$ cat config.mk
export PLATFORM = sky130hd
export DESIGN_NAME = rs_psel_gen
export DESIGN_NICKNAME = d
export VERILOG_FILES = /design/src/rtl/rs_psel_gen.sv
export SDC_FILE = /design/constraint.sdc
export NUM_CORES = 1
export LEC_CHECK = 0
export ABC_AREA = 1
export CORE_UTILIZATION = 50
export CTS_CLUSTER_SIZE = 12
export DETAILED_ROUTE_END_ITERATION = 12
export GPL_TIMING_DRIVEN = 0
export PLACE_DENSITY = 0.9
export SYNTH_ARGS = -nofsm -noshare
export SYNTH_HDL_FRONTEND = slang
export SYNTH_SLANG_ARGS = --single-unit
$ cat constraint.sdc
create_clock -name clock -period 3.75 [get_ports clock]
set_input_delay 0.75 -clock clock [delete_from_list [all_inputs] [get_ports clock]]
set_output_delay 0.75 -clock clock [all_outputs]
set_load 0.005 [all_outputs]
$ cat src/rtl/rs_psel_gen.sv
// -----------------------------------------------------------------------------
// rs_psel_gen -- reservation-station issue selector
//
// Chooses up to REQS distinct ready entries from a WIDTH-bit request vector and
// drives one one-hot (or all-zero) grant vector per issue slot. The order of
// selection alternates between the two ends of the vector and moves inward:
// slot 0 gets the lowest set bit, slot 1 the highest, slot 2 the next lowest,
// slot 3 the next highest, and so on. No fairness state is kept. Set bits in
// the middle that do not fit into a slot are ignored.
//
// Ports:
//   clock    in   1           system clock; rising-edge active
//   reset    in   1           synchronous, active-high; clears gnt_bus
//   en       in   1           selection enable; gnt_bus is zero while low
//   req      in   WIDTH       request vector, bit k = entry k ready
//   gnt_bus  out  WIDTH*REQS  packed grants, slot i = gnt_bus[WIDTH*i +: WIDTH]
//
// Parameters:
//   REQS   number of grant slots (issue ports), >= 1
//   WIDTH  number of requesters (RS entries), >= 1
//
// Build option:
//   RS_PSEL_COMB_OUT_EN  when defined, the output register is removed and
//                        gnt_bus follows req/en/reset combinationally. The
//                        clock port stays on the module but is then unused.
// -----------------------------------------------------------------------------
module rs_psel_gen #(
    parameter int REQS  = 3,
    parameter int WIDTH = 16
) (
    input  logic                    clock,
    input  logic                    reset,
    input  logic                    en,
    input  logic [WIDTH-1:0]        req,
    output logic [WIDTH*REQS-1:0]   gnt_bus
);

    localparam logic [WIDTH-1:0] ONE = {{(WIDTH-1){1'b0}}, 1'b1};

    // ---- stage p0: combinational selection from req ----
    logic [WIDTH*REQS-1:0] gnt_p0;

    // Each slot takes its bit from whatever the earlier slots left behind, so
    // grants are disjoint by construction. This also keeps slots whose
    // inward pointers have crossed from granting a bit a second time.
    for (genvar s = 0; s < REQS; s++) begin : gen_slot
        logic [WIDTH-1:0] rem_in;
        logic [WIDTH-1:0] pick;
        logic [WIDTH-1:0] rem_out;

        if (s == 0) begin : gen_first
            assign rem_in = req;
        end else begin : gen_next
            assign rem_in = gen_slot[s-1].rem_out;
        end

        if ((s % 2) == 0) begin : gen_low
            // Scan downward: the last match written is the lowest set bit.
            always_comb begin
                pick = '0;
                for (int k = WIDTH - 1; k >= 0; k--) begin
                    if (rem_in[k]) pick = ONE << k;
                end
            end
        end else begin : gen_high
            // Scan upward: the last match written is the highest set bit.
            always_comb begin
                pick = '0;
                for (int k = 0; k < WIDTH; k++) begin
                    if (rem_in[k]) pick = ONE << k;
                end
            end
        end

        assign rem_out                  = rem_in & ~pick;
        assign gnt_p0[WIDTH*s +: WIDTH] = pick;
    end

`ifdef RS_PSEL_COMB_OUT_EN
    // ---- output: unregistered ----
    assign gnt_bus = (reset | ~en) ? '0 : gnt_p0;
`else
    // ---- stage p1: registered grants ----
    logic [WIDTH*REQS-1:0] gnt_p1;

    // A disabled cycle clears the grants instead of holding them, so a stale
    // grant is never issued twice.
    always_ff @(posedge clock) begin
        if (reset) begin
            gnt_p1 <= '0;
        end else if (!en) begin
            gnt_p1 <= '0;
        end else begin
            gnt_p1 <= gnt_p0;
        end
    end

    assign gnt_bus = gnt_p1;
`endif

endmodule

==> metrics.md, run 1 <==
| Metric | Value |
|---|---|
| Num CTS Buffers | `5` |
| Setup Buffers After CTS | `0` |
| Minimum clock period | `between 2000 and 3000 ps` |
| Tcrit/Tclk final | `0.7045` |
| FF+latch count, synth | `between 40 and 50` |
| Fillcell total | `312` |
| Number of top-level pins | `67` |
| Setup TNS | `0 ps` |
| Routed via count | `between 1500 and 2000` |
| Relative slew slack | `0.6542` |
| Cell count along the critical path | `14` |
| Initial antenna violation count | `0` |
| Clock buffer depth | `2` |
| Critical path's largest stage delay | `500 ps` |
| CP endpoint | `gnt_bus[45]` |
| Grt total ovfl | `0` |
| Worst hold path type | `input pin to register` |
| Crit path DAT | `about 2900 ps` |
| H-tree depth | `2` |
| CP max FO | `8` |
| Sequential-to-total area share from yosys stat | `0.4223` |
| Routed WL | `4588 um` |
| Power per cell area | `between 300 and 400 nW/um2` |
| Yosys warnings | `0` |
| Diodes inserted | `0` |
| Clock sink count | `45` |
| Mapped Cells | `between 200 and 300` |
| Synth unique cells | `28` |
| Status | `finished, final reports clean` |
| Fraction of layout cells with a size suffix above 1 | `0.2124` |
| Kind of critical path | `input pin to register` |
| Buf/Inv on CP | `2` |
| Area of the die | `around 4500 um2` |
| Row count | `23` |
| CORE AREA | `4058 um2` |
| Total Routing Usage GR | `0.2228` |
| HPWL Detailed | `3547 um` |
| Worst-Margin Slew | `between 500 and 600 ps` |
| RD Place Congestion | `approximately 0.84` |
| CP Launch Point | `req[4]` |
| Critical Path RT | `3990 ps` |
| Avg WL per Cell | `about 12 um` |
| Achievable Freq | `approximately 380 MHz` |
| CP max-delay cell | `clkdlybuf4s50_1` |
| Worst VDD drop | `roughly 0.00016 V` |
| CP cell instances | `clkdlybuf4s50_1 > nor2_2 > nand2_2 > nor2_2 > nand2_1 > nand2_2 > nand3_4 > inv_4 > nand3_4 > nand2_4 > nand2_4 > nor2_8 > nand3_4 > nor2_2` |
| First-pass GRT wire length | `roughly 7600 um` |
| Nets | `~360` |
| DRT iter0 DRCs | `between 100 and 150` |
| Routed vias/inst | `4.738` |
| Max FFs per register | `45` |
| Vias in the first global route | `~1800` |
| CTS tree | `yes` |
| Clock transition at the registers of the reported paths | `approximately 80 ps` |
| Post-cts hold buffer count | `0` |
| Lkg Pwr | `1.260 nW` |
| Root buffer cell | `clkbuf_8` |
| RSZ-0062 raised after global routing | `no` |
| Final setup vio count | `0` |
| Family with the most delay on the worst path | `simple AND/OR/NAND/NOR gates` |
| Post-synthesis cell area | `2133 um2` |
| Post-CTS sizing | `0` |
| Fin util | `0.7185` |
| Area Overhead vs Synth | `36.66%` |
| Die X | `~67 um` |
| Nature of the critical path endpoint | `register` |
| Largest net degree at the start of global routing | `16` |
| CP Launch Type | `input pin` |
| Hold_ws | `between 600 and 700 ps` |
| DRC Markers | `0` |
| Port Buffer Count | `62` |
| Max-slew violation count | `0` |
| Syn Area/Cell | `roughly 8.0 um2` |
| Max-cap violation count | `0` |
| Die H | `67.32 um` |
| Final Hold Viols | `0` |
| Pre-antenna DRT Iters | `5` |
| Initial core utilization | `0.5257` |
| ANT nets after route | `0` |
report_power, final:
| part | internal, mW | total, mW | leakage, nW | switching, mW |
|---|---|---|---|---|
| Combinational | 0.0496 | 0.126 | 0.849 | 0.0763 |
| Clock | 0.132 | 0.299 | 0.0481 | 0.166 |
| Sequential | 0.481 | 0.482 | 0.363 | 0.000881 |
| Total | 0.663 | 0.906 | 1.26 | 0.244 |
worst min-delay path by stage:
stage                             to  startpoint  depth (start not counted)
after floorplan           gnt_bus[2]      req[1]                          1
after global placement    gnt_bus[1]      req[0]                          2
after detailed placement  gnt_bus[5]      req[0]                          2
after CTS                 gnt_bus[5]      req[0]                          2
after global routing      gnt_bus[1]      req[0]                          2
final                     gnt_bus[1]      req[0]                          2
through the flow:
step / setup WS [ps] / power [mW] / cells / cell area (um2)
finish: 1108 / 0.9063 / 389 / 2915
global placement: 869.7 / 0.6163 / 381 / 2824
detailed placement: 801.4 / 0.6183 / 381 / 2824
floorplan: 1571 / 0.5724 / 269 / 2141
CTS: 1100 / 0.9118 / 389 / 2915
global route: 972.3 / 0.9454 / 389 / 2915
cell families (layout without fill, tap and decap cells):
logic type             after synthesis  count (layout)  share of synthesized area
other                                1               3                   0.001758
flip-flops                          45              45                     0.4223
AO/OA/AOI/OAI                        6               6                    0.01760
buffers and inverters               37             107                    0.08094
AND/OR/NAND/NOR                    178             178                     0.4774
synth_stat cells:
cell       n  area [um2]
nor4b_1    1       8.760
a211oi_1   1       7.510
dfxtp_1   45       900.9
nand2_1   48       180.2
nor2_4     3       33.78
nor2_8     3       60.06
nor3b_1    1       7.510
inv_1     24       90.09
inv_4      1       6.260
inv_2      3       11.26
nor2_2    14       87.58
nor2_1    53       198.9
conb_1     1       3.750
o21ai_2    1       8.760
a21oi_1    3       15.01
nand2_2   12       75.07
nand3_4    3       52.55
nand3_2    5       50.05
inv_6      1       8.760
clkbuf_1   3       11.26
nor3_1     5       25.02
nand3_1   11       55.05
nand2_4   13       146.4
nor4_1     5       31.28
buf_6      2       22.52
nand4_1    1       6.260
buf_4      3       22.52
a31oi_1    1       6.260
cell type report:
type                       instances  area (um2)  area share
buffer                             8       56.30     0.01931
multi-input combinational        187        1067      0.3661
timing repair buffer              62       620.6      0.2129
inverter                          29       116.4     0.03991
sequential                        45       900.9      0.3090
clock inverter                     3       22.52    0.007725
clock buffer                       5       68.82     0.02361
tap                               50       62.56     0.02146
placed cells by master (no fill, tap or decap), types with 2 or more instances in the layout:
cell / count
nand3_1: 11
nor2_4: 3
clkdlybuf4s50_1: 62
nor3_1: 5
buf_6: 2
buf_4: 3
a21oi_1: 3
conb_1: 3
inv_1: 24
inv_2: 3
nand3_2: 5
nand2_2: 12
nor2_8: 3
clkbuf_1: 3
nand2_4: 13
nand2_1: 48
nand3_4: 3
dfxtp_1: 45
nor2_1: 53
clkbuf_8: 5
nor2_2: 14
clkinv_4: 2
nor4_1: 5
layer usage:
metal | track usage | share of wire | vias up
li1 | - | - | 959
met1 | 0.2513 | 0.43 | 811
met2 | 0.3963 | 0.50 | 64
met3 | 0.04054 | 0.058 | 9
met4 | 0.1144 | 0.016 | 0
met5 | 0 | 0 | -
(Power assumes the default switching activity.)
==> run 2, diff against run 1 <==
Settings changed: CORE_UTILIZATION 50 to 46, PLACE_DENSITY 0.9 to 0.84.
Clock period 3.75 ns to 2.7 ns, I/O delays scaled along.
==> run 2 against run 1 <==
  * Highest routed layer unchanged
  * Non-clock buffer count unchanged
  * Utilization decreased by 5.2 points
  * First-iteration DRC count increased by 60%
  * Total power increased by 49%
  * Cell area increased by 0.90%
  * Largest cell class unchanged
  * Via count increased by 1.4%
  * Sequential power increased by 39%
  * Clock power increased by 70%
==> metrics.md, run 2 (synthesis gave the netlist of run 1 again) <==
| Metric | Value |
|---|---|
| Status | `finished, final reports clean` |
| Setup TNS | `0 ps (unchanged)` |
| Clock sink count | `45 (unchanged)` |
| ANT nets after route | `0 (unchanged)` |
| Number of top-level pins | `67 (unchanged)` |
| Routed vias/inst | `4.777 (+0.84%)` |
| CORE AREA | `4414 um2 (+8.8%)` |
| Met3 WL | `249 um (-6.4%)` |
| Fraction of layout cells with a size suffix above 1 | `0.2124 (unchanged)` |
| H-tree depth | `2 (unchanged)` |
| Routed WL | `4671 um (+1.8%)` |
| Final Hold Viols | `0 (unchanged)` |
| Max-slew violation count | `0 (unchanged)` |
| RSZ-0062 raised after global routing | `no` |
| Register area | `900.9 um2 (unchanged)` |
| Diodes inserted | `0 (unchanged)` |
| Fin util | `0.6664 (-0.05209)` |
| Clock buffer depth | `2 (unchanged)` |
| Port Buffer Count | `62 (unchanged)` |
| Relative slew slack | `0.6573 (+0.003071)` |
| Post-CTS sizing | `0 (unchanged)` |
| Setup Buffers After CTS | `0 (unchanged)` |
| Area of the multi-input gates | `1067 um2 (unchanged)` |
| Vias in the first global route | `1846 (+0.33%)` |
| Critical Path RT | `2940 ps (-1050 ps)` |
| Crit path DAT | `2690 ps (-190 ps)` |
| Nets | `357 (unchanged)` |
| CTS tree | `yes` |
| Final setup vio count | `0 (unchanged)` |
| Commonest non-fill, non-tap cells in the layout | `clkdlybuf4s50_1 (62), nor2_1 (53), nand2_1 (48)` |
| Avg WL per Cell | `11.95 um (+1.3%)` |
| Row count | `24 (+4.3%)` |
| DRT iter0 DRCs | `166 (+60%)` |
| RD Place Congestion | `0.9208 (+9.7%)` |
| CP Launch Type | `input pin` |
| Worst VDD drop | `0.0002741 V (+70%)` |
| Worst-Margin Slew | `514.1 ps (-4.607 ps)` |
| Initial antenna violation count | `0 (unchanged)` |
| Pre-antenna DRT Iters | `4 (-1)` |
| CP max FO | `10 (+2)` |
| Routed via count | `1868 (+1.4%)` |
| Max Used Layer | `met4` |
| Clock transition at the registers of the reported paths | `90 ps (about the same)` |
| DRC Markers | `0 (unchanged)` |
| Achievable Freq | `around 410 MHz` |
| Kind of critical path | `input pin to register` |
| Num CTS Buffers | `5 (unchanged)` |
| First-pass GRT wire length | `7762 um (+2.0%)` |
| Most common cell after layout, fill and taps aside | `clkdlybuf4s50_1` |
| Grt total ovfl | `0 (unchanged)` |
| Fillcell total | `374 (+20%)` |
| Tcrit/Tclk final | `0.9062` |
| Total Routing Usage GR | `0.1998 (-0.02296)` |
| Max FFs per register | `45 (unchanged)` |
| Design area | `2942 um2 (+0.90%)` |
| Cell Area, Placed | `2826 um2 (about the same)` |
| Routed length on met1 | `1979 um (+0.66%)` |
| Initial core utilization | `0.4833 (-0.04247)` |
| Area Overhead vs Synth | `37.89%` |
| Nature of the critical path endpoint | `register` |
| Met2 WL post-DR | `2386 um (+4.6%)` |
| Die H | `70.10 um (+4.1%)` |
| Die X | `70.10 um (+4.1%)` |
| Root buffer cell | `clkbuf_8` |
| Largest net degree at the start of global routing | `16 (unchanged)` |
| Power per cell area | `460.2 nW/um2 (+48%)` |
| Worst hold path type | `input pin to register` |
| Post-cts hold buffer count | `0 (unchanged)` |
| Area of the die | `4914 um2 (+8.4%)` |
| HPWL Detailed | `3537 um (-0.29%)` |
| Minimum clock period | `approximately 2400 ps` |
| Max-cap violation count | `0 (unchanged)` |
| Lkg Pwr | `1.267 nW (+0.50%)` |
[run 2: changes by cell type in the layout (fill, tap and decap cells not counted)]
cell | previous run | this run
clkinvlp_4 | 0 | 1
bufinv_16 | 0 | 1
clkinv_2 | 1 | 0
clkinv_4 | 2 | 1
[run 2: layout make-up]
| class | instances | area share |
|---|---|---|
| plain buffers | 8 | 0.01914 |
| clock buffers | 5 | 0.02339 |
| clock inverters | 3 | 0.01574 |
| inverters | 29 | 0.03956 |
| multi-input cells | 187 | 0.3628 |
| flip-flops and latches | 45 | 0.3063 |
| well taps | 52 | 0.02212 |
| repair buffers | 62 | 0.2110 |
[run 2: metrics by stage]
step	power, mW	hold WS [ps]	setup WS (ps)	std cells
2_1_floorplan	0.7949	617.1	731.4	269
3_3_place_gp	0.8559	792.6	60.30	383
3_5_place_dp	0.8593	798.0	8.370	383
4_1_cts	1.362	481.2	238.2	391
5_1_grt	1.404	491.9	65.59	391
6_report	1.354	482.4	253.2	391
[run 2: final timing paths]
kind	slack [ps]	depth (start not counted)	endpoint	start
worst max-delay path	250	15	gnt_bus[43]	req[1]
worst min-delay path	480	2	gnt_bus[1]	req[0]
[run 2: worst max-delay path, stage by stage]
cell and delay (ps):
clkdlybuf4s50_1 510, nor2_4 240, nand2_2 110, nor2_2 120, nand2_2 70, nand2_4 80
buf_6 140, nand3_1 90, nor2_1 150, nand2_1 90, nand2_2 100, nand2_2 70
nor2_2 140, nand3_4 120, nor2_2 100
[run 2: power by group]
group / internal, mW / leakage (nW) / switching [mW]
registers: 0.668 / 0.363 / 0.00130
logic: 0.0689 / 0.849 / 0.108
clock network: 0.277 / 0.0543 / 0.231
[run 2: routing by layer]
layer  track usage  up-vias
met4       0.08222        0
met2        0.3558       63
met3       0.04618        7
li1              -      966
met5             0        -
met1        0.2283      832
